## src/rtl/cmd_issue_queue.sv

```systemverilog
// Command FIFO feeding the register/ALU controller: one-cycle syscall strobe per command,
// followed by a hold window (longer for CAS) during which the command bus stays stable.
module cmd_issue_queue #(
    parameter int DEPTH    = 8,
    parameter int HOLD     = 2,
    parameter int CAS_HOLD = 3
) (
    input  logic                     clk,
    input  logic                     rst,
    input  logic [11:0]              cmd_in,
    input  logic                     cmd_valid,
    output logic                     in_ready,
    input  logic                     flush,
    input  logic                     ready,
    output logic [11:0]              command,
    output logic                     syscall,
    output logic                     busy,
    output logic [$clog2(DEPTH):0]   count,
    output logic [15:0]              issued,
    output logic                     overflow,
    output logic [1:0]               dbg_state
);
    localparam int AW = $clog2(DEPTH);
    localparam int CW = AW + 1;
    localparam int HW = $clog2(CAS_HOLD + 1);
    localparam logic [CW-1:0] FULL_CNT = CW'(DEPTH);
    localparam logic [HW-1:0] HOLD_LD  = HW'(HOLD);
    localparam logic [HW-1:0] CAS_LD   = HW'(CAS_HOLD);
    localparam logic [HW-1:0] HOLD_END = HW'(1);

    typedef enum logic [1:0] {S_IDLE = 2'd0, S_PULSE = 2'd1, S_HOLD = 2'd2} state_e;

    state_e            state_q, state_d;
    logic [11:0]       mem_q [DEPTH];
    logic [AW-1:0]     wptr_q, wptr_d, rptr_q, rptr_d;
    logic [CW-1:0]     count_q, count_d;
    logic [11:0]       command_q, command_d;
    logic [HW-1:0]     hold_q, hold_d;
    logic [15:0]       issued_q, issued_d;
    logic              overflow_q, overflow_d;
    logic              full, push, pop;

    // Upstream handshake: a command is accepted on a rising edge where cmd_valid && in_ready
    // (and no flush); downstream, a command is taken from the FIFO only when the FSM is idle and
    // the controller's ready is high, and is then announced by a single-cycle syscall.
    assign full     = (count_q == FULL_CNT);
    assign push     = cmd_valid && !full && !flush;
    assign pop      = (state_q == S_IDLE) && (count_q != '0) && ready;

    always_comb begin
        wptr_d     = wptr_q;
        rptr_d     = rptr_q;
        count_d    = count_q;
        overflow_d = overflow_q | (cmd_valid && full && !flush);
        if (flush) begin
            wptr_d  = '0;
            rptr_d  = '0;
            count_d = '0;
        end else begin
            if (push) wptr_d = wptr_q + AW'(1);
            if (pop)  rptr_d = rptr_q + AW'(1);
            case ({push, pop})
                2'b10:   count_d = count_q + CW'(1);
                2'b01:   count_d = count_q - CW'(1);
                default: count_d = count_q;
            endcase
        end
    end

    always_comb begin
        state_d   = state_q;
        command_d = command_q;
        hold_d    = hold_q;
        issued_d  = issued_q;
        case (state_q)
            S_IDLE: begin
                if (pop) begin
                    command_d = mem_q[rptr_q];
                    state_d   = S_PULSE;
                end
            end
            S_PULSE: begin
                hold_d  = (command_q[11:9] == 3'b111) ? CAS_LD : HOLD_LD;
                state_d = S_HOLD;
            end
            S_HOLD: begin
                // The final hold cycle stretches until the controller is ready again.
                if (hold_q == HOLD_END) begin
                    if (ready) begin
                        state_d  = S_IDLE;
                        issued_d = issued_q + 16'd1;
                    end
                end else begin
                    hold_d = hold_q - HW'(1);
                end
            end
            default: state_d = S_IDLE;
        endcase
    end

    always_ff @(posedge clk) begin
        if (rst) begin
            state_q    <= S_IDLE;
            wptr_q     <= '0;
            rptr_q     <= '0;
            count_q    <= '0;
            command_q  <= 12'h000;
            hold_q     <= '0;
            issued_q   <= 16'd0;
            overflow_q <= 1'b0;
        end else begin
            state_q    <= state_d;
            wptr_q     <= wptr_d;
            rptr_q     <= rptr_d;
            count_q    <= count_d;
            command_q  <= command_d;
            hold_q     <= hold_d;
            issued_q   <= issued_d;
            overflow_q <= overflow_d;
        end
    end

    always_ff @(posedge clk) begin
        if (!rst && push) mem_q[wptr_q] <= cmd_in;
    end

    assign in_ready  = !full;
    assign command   = command_q;
    assign syscall   = (state_q == S_PULSE);
    assign busy      = (state_q != S_IDLE);
    assign count     = count_q;
    assign issued    = issued_q;
    assign overflow  = overflow_q;
    assign dbg_state = state_q;
endmodule
```

## config.mk

```make
export PLATFORM = sky130hd
export DESIGN_NAME = cmd_issue_queue
export DESIGN_NICKNAME = d
export VERILOG_FILES = /design/src/rtl/cmd_issue_queue.sv
export SDC_FILE = /design/constraint.sdc
export NUM_CORES = 1
export LEC_CHECK = 0
export BUFFER_PORTS_ARGS = -buffer_cell sky130_fd_sc_hd__clkbuf_2
export CAP_MARGIN = 40
export CORE_AREA = 5 5 107 109
export CTS_CLUSTER_DIAMETER = 80
export DETAILED_ROUTE_END_ITERATION = 12
export DIE_AREA = 0 0 112 114
export GPL_ROUTABILITY_DRIVEN = 0
export PLACE_DENSITY = 0.74
export SYNTH_ARGS = -nofsm -noshare
export SYNTH_HDL_FRONTEND = slang
export SYNTH_SLANG_ARGS = --single-unit
export TNS_END_PERCENT = 10
```

## constraint.sdc

```tcl
create_clock -name clk -period 3.3 [get_ports clk]
set_input_delay 0.165 -clock clk [delete_from_list [all_inputs] [get_ports clk]]
set_output_delay 0.165 -clock clk [all_outputs]
set_load 0.01 [all_outputs]
```

; Word level (Yosys, flattened, before mapping)
; Memory sizes are Yosys's and may differ from the RTL's. A register that Yosys moved wholly into a read port is not among the register bits.
; Index checks and enable logic that the tools add are counted.
[word_totals]
wordCells = 56
mem_count = 1
register_bits = 31
ram_bits = 96
[mem_list]
columns = memory, depth, word_bits, read_ports, rd_ports_with_merged_regs, wr, line_no
row1 = mem_q, 8, 12, 1, 1, 1, 34  ; logic [11:0] mem_q [DEPTH];
[classes]
eq_ne = 11
reduce_logical = 20
addsub = 6
n_mux = 10
n_bitwise = 1
[ops]
columns = cell, count
row1 = "16-bit by 1-bit adder with 16-bit output, second input constant", 1
row2 = 2-bit 2-to-1 mux, 4
row3 = "2-bit inequality test, second input constant", 4
row4 = 4-bit one-hot mux with 2 select lines, 1
row5 = 1-bit logical AND, 7
row6 = "3-bit by 1-bit adder with 3-bit output, second input constant", 2
row7 = "2-bit by 1-bit == test with 1-bit output, second input constant", 3
row8 = 2-bit one-hot mux with 3 select lines, 1
row9 = 3-bit AND reduction, 2
row10 = 2-bit nonzero test, 3
row11 = "4-bit by 1-bit adder with 4-bit output, second input constant", 1
row12 = "2-bit == test, second input constant", 2
row13 = "4-bit == test, second input constant", 1
row14 = 2-bit one-hot mux with 2 select lines, 1
row15 = 2-bit AND reduction, 2
row16 = 4-bit nonzero test, 1
row17 = "4-bit by 1-bit subtractor with 4-bit output, second input constant", 1
row18 = "3-bit == test, second input constant", 1
row19 = 1-bit logical NOT, 3
row20 = 1-bit 2-to-1 mux, 3
row21 = 2-bit logical NOT, 1
row22 = 2-bit OR reduction, 1
row23 = "2-bit by 1-bit subtractor with 2-bit output, second input constant", 1
row24 = 1-bit OR, 1

; Depth between registers and ports, before layout
; Gate-level depths: netlist (run 1).
[logic_depth]
word_depth = 7
mapped_depth = 12

; Worst setup path before layout (run 1)
; Ideal clock, no wire load.
[synth_timing]
path_type = reg2reg
startpoint = register count_q[0] (netlist: count[0])
endpoint = memory mem_q[0][0] (enable)
setup_ns = 0.412
stages_incl_launch_ff = 6
required_ns = 2.888
n_path_buf = 1
arrival_ns = 2.339
period_less_slack_ns = 2.752
slack_ns = 0.548
cell_sequence = dfxtp_1 > or4b_4 > and2_1 > clkbuf_1 > nand2b_1 > nor4_1
[synth_between]
elab_chain_len = 7
[synth_lines]
columns = element, line_no
row1 = start: declaration, 36  ; logic [CW-1:0] count_q, count_d;
row2 = start signal: assignment, 115  ; count_q <= count_d;
row3 = 4-bit == test, 46  ; assign full = (count_q == FULL_CNT);
row4 = 1-bit logical NOT, n/a
row5 = named net in_ready, 12  ; output logic in_ready,
row6 = 1-bit logical AND (2 in series), 47  ; assign push = cmd_valid && !full && !flush;
row7 = 1-bit logical AND, 124  ; if (!rst && push) mem_q[wptr_q] <= cmd_in;
row8 = 1-bit 2-to-1 mux, 124
row9 = 1-bit 2-to-1 mux (implied by the code), 124
row10 = end: declaration, 34
; The timed path passes the listed nets, and every way through them passes these cells.

; Worst setup path after layout (run 1)
[layout_timing]
startpoint = register count_q[0] (netlist: count[0])
endpoint = register count_q[2] (netlist: count[2])
[layout_between]
elab_chain_len = 6
elab_cells_between_ends = 13
classes_between = add/sub: 2 / eq/ne: 3 / mux: 1 / reduce/logical: 7
[layout_lines]
columns = element, line_no
row1 = 4-bit == test, 46
row2 = 1-bit logical NOT, 47
row3 = 1-bit logical AND (2 in series), 47
row4 = 2-bit by 1-bit == test with 1-bit output or 2-bit == test (tied branches), 62  ; case ({push, pop})
row5 = 4-bit one-hot mux with 2 select lines or 2-bit nonzero test (tied branches), n/a
; Parallel ways exist; a longest one is shown, timed or not.
; A chain may end at the register's enable or synchronous reset.

==> flow_metrics.py, run 1 <==
metrics = {
    "status": {
        "run_status": "completed",
    },
    "cells_and_area": {
        "mostFrequentLayoutCells": "96 x sky130_fd_sc_hd__edfxtp_1, 54 x sky130_fd_sc_hd__clkbuf_2, 43 x sky130_fd_sc_hd__dfxtp_1, 37 x sky130_fd_sc_hd__nor2_1, 24 x sky130_fd_sc_hd__mux4_2",
        "area.sequential_mm2": 0.00374,
        "most_common_cell_after_layout_fill_and_taps_aside": "sky130_fd_sc_hd__edfxtp_1",
        "fillers": 745,
        "area.growth.synth_to_final_pct": 20.6,
        "multi_input_comb_area_mm2": 0.00168,
        "finish.net_count": 479,
        "final_layout_size_suffix_gt1_share_pct": 27.6,
        "diodes": 0,
    },
    "global_routing": {
        "grt.overflow.total": 0,
        "grt_pass1_wl_um": 18400,
        "antenna_found_initial": 0,
        "first_global_vias": 3544,
        "grt_resource_usage_total_pct": 19.1,
        "grt_max_degree": 38,
    },
    "min_path": {
        "hold_path_class": "in2reg",
    },
    "die": {
        "die_area_mm2": 0.0128,
        "core_region_area_mm2": 0.0105,
        "floorplan.rows": 38,
        "floorplan.initialDensity_pct": 52.8,
        "io_pins": 55,
        "die_w_um": 112,
        "die_y_um": 114,
    },
    "run": {
        "max_cap_violations": 0,
    },
    "clocking": {
        "htree_num_levels": 4,
        "ctsLongestPathBuffers": 2,
        "tritoncts_buffers": 17,
        "tritoncts_num_sinks": 139,
        "post_cts_hold_buffer_count": 14,
        "cell_at_the_root_of_the_clock_tree": "sky130_fd_sc_hd__clkbuf_8",
        "clk_pin_slew_worst_paths_ns": 0.06,
        "cts_resized": 0,
        "clkLatencyLatePin_ns": 0.52,
        "post_cts.repair.setup_buffers": 0,
        "cts_tree": "done",
    },
    "timing": {
        "final-max-slew-violation-count": 0,
        "worst-slew-pin-transition_ns": 0.692,
        "final_hold_vio_count": 0,
        "final_min_period_over_clock_period_pct": 79.2,
        "worst_slew_margin_rel_pct": 53.7,
        "setup_total_negative_slack_ns": 0,
        "fmax_ghz": 0.383,
        "finalSetupViolations": 0,
        "minimum_clock_period_after_layout_ns": 2.61,
        "fin_skew_ns": 0.00519,
        "unrepaired_setup_endpoints_after_global_routing": "no",
    },
    "synth": {
        "syn_area_mm2": 0.00555,
        "share_of_cell_area_taken_by_muxes_after_synthesis_pct": 10.3,
        "synth_xor_area_share_pct": 1.89,
        "yosysUniqueCellTypes": 41,
        "ys.warnings.count": 0,
        "synth_compound_area_share_pct": 4.65,
        "post_synth.cell_area_avg_um2": 14.7,
        "synth.net_count": 401,
        "dominant_combinational_cell_family_by_area_after_synthesis": "simple AND/OR/NAND/NOR gates",
        "netlist_instances": 377,
        "sequential_element_share_of_the_synthesized_area_pct": 67.5,
        "synthAdderAreaFrac_pct": 1.58,
        "synth_simple_gate_area_share_pct": 11.4,
        "yosys_register_bits": 139,
    },
    "setup_path": {
        "timing.critical_path.arrival_ns": 3.06,
        "end_kind": "flop",
        "worstPathRequired_ns": 3.75,
        "critical_path_startpoint_category": "flop",
        "crit_fanout": 9,
        "worstSetupPathType": "reg2reg",
    },
    "power_and_ir_drop": {
        "powerDensity_mw_per_mm2": 561,
        "post-layout-total-power_w": 0.00375,
        "max-vdd-ir-drop_mv": 0.524,
        "leakage_nw": 2.31,
    },
    "drt": {
        "post_drt_via_cell_ratio": 5.62,
        "totalWireLength_um": 11300,
        "detail_route.iter0.violations": 262,
        "drc_errors": 0,
        "drt-pass1-iter-count": 4,
        "routed_wire_length_per_instance_um": 18.6,
        "vias": 3415,
        "postRouteAntennaNets": 0,
    },
    "placed_design": {
        "place_hpwl_um": 6890,
        "portBuffers": 54,
    },
}
[metrics by stage]
step | hold slack [ns] | cells | worst slack (ns) | utilization (%) | cell area, µm²
final | 0.0451 | 608 | 0.687 | 63.7 | 6690
after global routing | 0.0410 | 608 | 0.487 | 63.7 | 6690
after global placement | 0.435 | 561 | 0.806 | 56.9 | 5980
after CTS | 0.0185 | 608 | 0.673 | 63.7 | 6690
after detailed placement | 0.420 | 562 | 0.696 | 57.1 | 6000
after floorplan | 0.264 | 377 | 0.548 | - | 5550
[layout make-up]
type | instances | share of cell area [%]
clock buffers | 22 | 6.77
repair buffers | 81 | 7.78
inverters | 6 | 0.337
well taps | 140 | 2.62
flip-flops and latches | 139 | 56.0
multi-input cells | 210 | 25.1
clock inverters | 10 | 1.44
[path summary, 6_finish.rpt]
check | startpoint | endpoint | cells past startpoint | slack (ns)
min | flush | overflow | 4 | 0.05
max reg2reg | count[0] | count[2] | 10 | 0.69
max | count[0] | count[2] | 10 | 0.69
min reg2reg | overflow | overflow | 2 | 0.49
[where the power goes]
group | switching [W] | internal, W | leakage [nW]
Sequential | 0.0000129 | 0.00188 | 1.21
Clock | 0.000682 | 0.00104 | 0.257
Combinational | 0.0000791 | 0.0000611 | 0.843
[Yosys cell counts (all sizes together)]
cell	n	area [µm²]
a2111oi	1	8.76
a211oi	1	7.51
a21oi	19	95.1
a31oi	1	6.26
and2	3	18.8
and3	1	6.26
and4	2	17.5
and4b	1	10.0
buf	14	95.1
clkbuf	8	31.3
dfxtp	43	861
edfxtp	96	2880
ha	7	87.6
inv	6	22.5
mux2i	3	30.0
mux4	24	541
nand2	9	33.8
nand2b	5	31.3
nand3	10	50.1
nand3b	2	15.0
nand4	6	58.8
nand4b	1	8.76
nor2	37	139
nor2b	4	25.0
nor3	16	80.1
nor3b	2	15.0
nor4	2	12.5
o21ai	13	65.1
o22ai	12	75.1
or2	1	6.26
or3	13	81.3
or4	1	11.3
or4b	1	13.8
xnor2	5	43.8
xor2	7	61.3
[worst max-delay path, stage by stage, from the launching register on]
cell and delay, ns:
sky130_fd_sc_hd__dfxtp_1 0.39, sky130_fd_sc_hd__or4b_4 0.58, sky130_fd_sc_hd__and2_1 0.22, sky130_fd_sc_hd__inv_1 0.10, sky130_fd_sc_hd__ha_1 0.25, sky130_fd_sc_hd__xor2_1 0.18
sky130_fd_sc_hd__ha_1 0.17, sky130_fd_sc_hd__a21oi_1 0.05, sky130_fd_sc_hd__xor2_1 0.16, sky130_fd_sc_hd__or3_1 0.31, sky130_fd_sc_hd__a21oi_1 0.14
[state kept, by name, summed over array words and instances (netlist names)]
name       count
command       12
count          4
dbg_state      2
hold_q         2
issued        16
mem_q         96
overflow       1
rptr_q         3
wptr_q         3
[per-layer routing]
metal	vias to the layer above	routed length, µm	track usage (%)
li1	1602	-	-
met1	1708	4740	23.9
met2	96	5710	32.4
met3	9	777	5.62
met4	0	82	5.69
met5	-	0	0
[kinds of logic (layout without fill, tap and decap cells)]
group | Yosys count | after routing
AO/OA/AOI/OAI | 47 | 47
XOR/XNOR | 12 | 12
adder cells (fa/ha/maj) | 7 | 7
buffers and inverters | 28 | 119
flip-flops | 139 | 139
multiplexers | 27 | 27
AND/OR/NAND/NOR | 117 | 117
Note: power is estimated with default switching activity, not from simulation.
==> run 2: changes to the inputs <==
ABC_AREA = 1   (was unset)
CORE_AREA = 5 5 110 112   (was 5 5 107 109)
DIE_AREA = 0 0 115 117   (was 0 0 112 114)
clock period = 2.7 ns   (was 3.3 ns; I/O delays follow)
==> run 2 against run 1 <==
Compared with the run above: clock skew barely moved; clock power up 27%; critical path depth grew 2; via count rose by 29%; global-route usage rose by 2.0 points; first-iteration DRC count rose by 27%; setup slack lost 0.38 ns; critical path type unchanged; largest power group unchanged.
==> flow_metrics.py, run 2 <==
metrics = {
    "die": {
        "floorplan.initialDensity_pct": 53.0,
        "die_y_um": 117,
        "core_region_area_mm2": 0.0111,
        "floorplan.rows": 39,
        "die_area_mm2": 0.0135,
        "io_pins": 55,
        "die_w_um": 115,
    },
    "cells_and_area": {
        "mostFrequentLayoutCells": "192 x sky130_fd_sc_hd__nand2_1, 96 x sky130_fd_sc_hd__edfxtp_1, 60 x sky130_fd_sc_hd__nor2_1, 54 x sky130_fd_sc_hd__nand3_1, 54 x sky130_fd_sc_hd__clkbuf_2",
        "fillers": 884,
        "diodes": 0,
        "largest_reg_flops": 96,
        "registers.top_by_ff_count": "mem_q",
        "most_common_cell_after_layout_fill_and_taps_aside": "sky130_fd_sc_hd__nand2_1",
        "area.growth.synth_to_final_pct": 17.0,
        "final_layout_size_suffix_gt1_share_pct": 17.5,
        "utilization_pct": 62.0,
        "finish.net_count": 698,
    },
    "synth": {
        "synth-edff-count": 96,
        "commonest_cells_post_synth": "192 x sky130_fd_sc_hd__nand2_1, 96 x sky130_fd_sc_hd__edfxtp_1, 60 x sky130_fd_sc_hd__nor2_1, 54 x sky130_fd_sc_hd__nand3_1, 43 x sky130_fd_sc_hd__dfxtp_1",
        "synth.area.top_cells": "sky130_fd_sc_hd__edfxtp_1 49%, sky130_fd_sc_hd__dfxtp_1 15%, sky130_fd_sc_hd__nand2_1 12%",
        "yosysUniqueCellTypes": 32,
        "yosysTopAreaCell": "sky130_fd_sc_hd__edfxtp_1",
        "synth_top_area_share_pct": 48.9,
        "synthFlopType": "sky130_fd_sc_hd__edfxtp_1",
        "post_synth.cell_area_avg_um2": 9.69,
        "yosys_register_bits": 139,
        "ys.warnings.count": 0,
        "sequential_element_share_of_the_synthesized_area_pct": 63.5,
        "yosys.cell_count.top_type": "sky130_fd_sc_hd__nand2_1",
        "netlist_instances": 608,
        "async_flop_share_pct": 0,
        "syn_area_mm2": 0.00589,
        "synth.net_count": 632,
    },
    "drt": {
        "drt-pass1-iter-count": 5,
        "drc_errors": 0,
        "vias": 4405,
        "detail_route.iter0.violations": 333,
        "totalWireLength_um": 13300,
        "routed_wire_length_per_instance_um": 16.0,
        "postRouteAntennaNets": 0,
        "post_drt_via_cell_ratio": 5.31,
    },
    "power_and_ir_drop": {
        "max-vdd-ir-drop_mv": 0.745,
        "leakage_nw": 2.75,
        "powerDensity_mw_per_mm2": 702,
    },
    "timing": {
        "setup_total_negative_slack_ns": 0,
        "fin_skew_ns": 0.00535,
        "worst-slew-pin-transition_ns": 0.725,
        "unrepaired_setup_endpoints_after_global_routing": "no",
        "final_hold_vio_count": 0,
        "minimum_clock_period_after_layout_ns": 2.40,
        "final-max-slew-violation-count": 0,
        "finalSetupViolations": 0,
        "worst_slew_margin_rel_pct": 51.5,
        "fmax_ghz": 0.417,
        "final_min_period_over_clock_period_pct": 88.8,
    },
    "placed_design": {
        "place_hpwl_um": 8870,
        "portBuffers": 54,
    },
    "global_routing": {
        "grt_pass1_wl_um": 21400,
        "first_global_vias": 4280,
        "antenna_found_initial": 0,
        "grt_max_degree": 49,
        "grt_resource_usage_total_pct": 21.1,
        "grt.overflow.total": 0,
    },
    "clocking": {
        "ctsLongestPathBuffers": 2,
        "cell_at_the_root_of_the_clock_tree": "sky130_fd_sc_hd__clkbuf_16",
        "tritoncts_buffers": 17,
        "clk_pin_slew_worst_paths_ns": 0.06,
        "cts_tree": "done",
        "tritoncts_num_sinks": 139,
        "htree_num_levels": 4,
        "clkLatencyLatePin_ns": 0.42,
        "cts_resized": 0,
    },
    "setup_path": {
        "cpLargestDelayFamily": "simple AND/OR/NAND/NOR gates",
        "timing.critical_path.arrival_ns": 2.71,
        "critical-path-max-stage-delay_ns": 0.36,
        "end_kind": "flop",
        "worstPathRequired_ns": 3.01,
        "worstPathCellList": "nor2_2 -> nand3_2 -> nand3_2 -> clkinv_2 -> ha_1 -> nor2_1 -> nor2_1 -> ha_1 -> a21oi_1 -> xnor2_1 -> o21ai_0 -> inv_1",
        "worstSetupPathType": "reg2reg",
        "critical_path_startpoint_category": "flop",
        "crit_fanout": 17,
        "crit_path_buf_inv_count": 2,
        "critical_path_slowest_stage_cell": "sky130_fd_sc_hd__dfxtp_1",
    },
    "status": {
        "run_status": "completed",
    },
    "min_path": {
        "hold_path_class": "in2reg",
    },
    "run": {
        "max_cap_violations": 0,
    },
}
==> run 2: changes by cell type in the layout (fill, tap and decap cells not counted), sizes merged, moves of 5 or more <==
cell	previous run	this run
a21oi	19	30
nor2	37	64
o21ai	13	29
o22ai	12	0
clkinv	5	10
clkbuf	76	71
or3	13	0
nand3	10	58
mux4	24	0
inv	6	43
nor3	16	3
nand2	9	194
nand2b	5	0
dlygate4sd3	14	2
==> run 2: final cells by class <==
cell class              instances  area [µm²]  share of cell area (%)
clock buffers                  17         425                    6.17
clock inverters                15         141                    2.05
well taps                     143         179                    2.59
flip-flops and latches        139        3740                    54.3
multi-input cells             403        1840                    26.6
inverters                      42         160                    2.32
repair buffers                 71         410                    5.95
==> run 2: where the power goes <==
group	total (W)	switching (W)	leakage [nW]	internal, W
clock	0.00218	0.000906	0.271	0.00128
sequential	0.00233	0.0000226	1.21	0.00231
combinational	0.000327	0.000222	1.27	0.000105
==> run 2: cell families (layout without fill, tap and decap cells) <==
group	count (synthesis)	count (layout)	synth area share, %
xor gates and xnor gates	5	5	0.743
adders and majority gates	7	7	1.49
AOI/OAI and AO/OA	62	62	5.37
buffers and inverters	66	145	5.29
DFF	139	139	63.5
and+or+nand+nor	329	329	23.6
==> run 2: layer usage <==
layer / part of all wire, % / vias up / track usage [%]
met2: 49 / 165 / 34.5
met4: 2.7 / 0 / 9.94
met5: 0 / - / 0
met3: 6.8 / 28 / 5.60
li1: - / 2160 / -
met1: 41 / 2052 / 26.3
==> run 2: worst paths after layout <==
check	slack [ns]	depth (start not counted)	start	end
worst min-delay path	0.02	1	cmd_in[9]	mem_q[3][9]
worst min register to register	0.47	2	command[7]	command[7]
worst max-delay path	0.30	12	count[0]	count[2]
worst max register to register	0.30	12	count[0]	count[2]
==> run 2: timing repair <==
action | in CTS | in global routing
buffers inserted | 0 | 0
endpoints found under the hold margin | 11 | 0
hold buffers | 2 | 0
==> run 2: through the flow <==
stage	cell area (µm²)	total power, W	std cells	worst slack (ns)	hold WS (ns)
finish	6900	0.00484	830	0.302	0.0156
global route	6900	0.00502	830	0.0853	0.00846
CTS	6900	0.00487	830	0.326	0.0114
detailed placement	6310	0.00270	796	0.357	0.433
global placement	6260	0.00268	790	0.509	0.430
floorplan	5890	0.00258	608	0.709	0.234
==> run 3: changes to the inputs <==
CELL_PAD_IN_SITES_DETAIL_PLACEMENT = 1   (was unset)
CELL_PAD_IN_SITES_GLOBAL_PLACEMENT = 2   (was unset)
CORE_AREA = 5 5 133 135   (was 5 5 110 112)
DIE_AREA = 0 0 138 140   (was 0 0 115 117)
PLACE_DENSITY = unset   (was 0.74)
PLACE_DENSITY_LB_ADDON = 0.1   (was unset)
SKIP_LAST_GASP = 1   (was unset)
==> run 3 against run 2 <==
Compared with the run above: cell count grew 9.4%; combinational power grew 2%; critical path type unchanged; critical endpoint unchanged; sequential power is essentially flat; utilization shrank 19 points; highest routed layer unchanged; cell area grew 1.9%; clock power grew 7%; non-clock buffer count grew 1.
==> flow_metrics.py, run 3 (same netlist as run 2, synthesis figures left out) <==
metrics = {
    "status": {
        "run_status": "completed",
    },
    "drt": {
        "vias": 4397,
        "totalWireLength_um": 15800,
        "routed_wire_length_per_instance_um": 17.4,
        "post_drt_via_cell_ratio": 4.84,
        "detail_route.iter0.violations": 201,
        "drc_errors": 0,
        "postRouteAntennaNets": 0,
        "drt-pass1-iter-count": 4,
    },
    "power_and_ir_drop": {
        "power.internal_w": 0.00383,
        "p_seq_share_pct": 46.6,
        "powerDensity_mw_per_mm2": 713,
        "leakage_nw": 2.77,
        "max-vdd-ir-drop_mv": 0.449,
        "p_sw_w": 0.00118,
        "clkPwrFrac_pct": 46.8,
        "pwr-share-comb_pct": 6.7,
        "netSwitchingFraction_pct": 23.5,
    },
    "die": {
        "die_area_mm2": 0.0193,
        "die_y_um": 140,
        "floorplan.initialDensity_pct": 36.0,
        "die_w_um": 138,
        "core_region_area_mm2": 0.0163,
        "io_pins": 55,
        "floorplan.rows": 47,
    },
    "clocking": {
        "post_cts.repair.setup_buffers": 0,
        "tritoncts_buffers": 17,
        "cts_tree": "done",
        "clk_pin_slew_worst_paths_ns": 0.06,
        "cts_resized": 0,
        "post_cts_hold_buffer_count": 3,
        "tritoncts_num_sinks": 139,
        "htree_num_levels": 4,
        "cell_at_the_root_of_the_clock_tree": "sky130_fd_sc_hd__clkbuf_16",
        "clkLatencyLatePin_ns": 0.42,
        "ctsLongestPathBuffers": 2,
    },
    "timing": {
        "worst_slew_margin_rel_pct": 51.3,
        "final-max-slew-violation-count": 0,
        "finalSetupViolations": 0,
        "final_hold_vio_count": 0,
        "worst_hold_slack_ns": 0.0100,
        "setup_total_negative_slack_ns": 0,
        "fin_skew_ns": 0.00712,
        "worst_slack_ns": 0.647,
        "minimum_clock_period_after_layout_ns": 2.05,
        "final_min_period_over_clock_period_pct": 76.0,
        "unrepaired_setup_endpoints_after_global_routing": "no",
        "worst-slew-pin-transition_ns": 0.730,
        "fmax_ghz": 0.487,
    },
    "global_routing": {
        "grt_pass1_wl_um": 25400,
        "grt_resource_usage_total_pct": 16.9,
        "grt_max_degree": 52,
        "antenna_found_initial": 0,
        "grt.overflow.total": 0,
        "first_global_vias": 4713,
    },
    "setup_path": {
        "end_kind": "flop",
        "worstPathRequired_ns": 3.02,
        "timing.critical_path.arrival_ns": 2.37,
        "critical_path_startpoint_category": "flop",
        "crit_fanout": 8,
        "worstSetupPathType": "reg2reg",
    },
    "run": {
        "max_cap_violations": 0,
    },
    "cells_and_area": {
        "layout.cells.non_filler": 908,
        "finish.net_count": 699,
        "most_common_cell_after_layout_fill_and_taps_aside": "sky130_fd_sc_hd__nand2_1",
        "area.growth.synth_to_final_pct": 19.2,
        "diodes": 0,
        "registers.top_by_ff_count": "mem_q",
        "final_layout_size_suffix_gt1_share_pct": 17.3,
        "mostFrequentLayoutCells": "192 x sky130_fd_sc_hd__nand2_1, 96 x sky130_fd_sc_hd__edfxtp_1, 60 x sky130_fd_sc_hd__nor2_1, 54 x sky130_fd_sc_hd__nand3_1, 54 x sky130_fd_sc_hd__clkbuf_2",
        "fillers": 1899,
        "largest_reg_flops": 96,
    },
    "placed_design": {
        "place_worst_setup_slack_ns": 0.678,
        "portBuffers": 54,
        "place_hpwl_um": 9900,
        "dp_cells": 873,
    },
    "min_path": {
        "hold_path_class": "in2reg",
    },
}
## run 3: metal layers
layer  global-route usage [%]  routed length, µm
met1                     20.4               7160
met2                     30.1               8050
met3                     3.44                369
met4                     5.82                245
met5                        0                  0
## run 3: power by group through the flow
stage,clock (W),sequential (W),combinational (W)
final,0.00234,0.00233,0.000334
after global routing,0.00249,0.00234,0.000379
after CTS,0.00239,0.00233,0.000344
after detailed placement,0,0.00238,0.000338
after global placement,0,0.00238,0.000329
after floorplan,0,0.00238,0.000201
## run 3: final timing paths
check	end	cells after the start	slack, ns	start
worst max-delay path	count[2]	12	0.65	count[0]
worst min-delay path	mem_q[3][1]	1	0.01	cmd_in[1]
worst min register to register	overflow	1	0.47	overflow
worst max register to register	count[2]	12	0.65	count[0]
## run 3: layout make-up
class | instances | area, µm² | area share, %
flip-flops and latches | 139 | 3740 | 53.3
multi-input cells | 403 | 1840 | 26.2
clock buffers | 20 | 457 | 6.50
repair buffers | 72 | 413 | 5.88
well taps | 220 | 275 | 3.92
inverters | 42 | 160 | 2.28
clock inverters | 12 | 140 | 1.99
## run 3: worst max-delay path, stage by stage, from the launching register on
cell,delay (ns)
sky130_fd_sc_hd__dfxtp_1,0.36
sky130_fd_sc_hd__nor2_2,0.17
sky130_fd_sc_hd__nand3_2,0.12
sky130_fd_sc_hd__nand2_2,0.16
sky130_fd_sc_hd__ha_1,0.25
sky130_fd_sc_hd__nand2_1,0.08
sky130_fd_sc_hd__inv_1,0.07
sky130_fd_sc_hd__nor2_1,0.05
sky130_fd_sc_hd__ha_1,0.17
sky130_fd_sc_hd__a21oi_1,0.20
sky130_fd_sc_hd__xnor2_1,0.11
sky130_fd_sc_hd__o21ai_0,0.17
sky130_fd_sc_hd__inv_1,0.05
## run 3: metrics by stage
stage / instance area (µm²) / utilization (%) / power [W]
4_1_cts: 7030 / 43.0 / 0.00506
2_1_floorplan: 5890 / - / 0.00258
5_1_grt: 7030 / 43.0 / 0.00520
3_3_place_gp: 6400 / 39.1 / 0.00271
6_report: 7030 / 43.0 / 0.00501
3_5_place_dp: 6400 / 39.1 / 0.00272
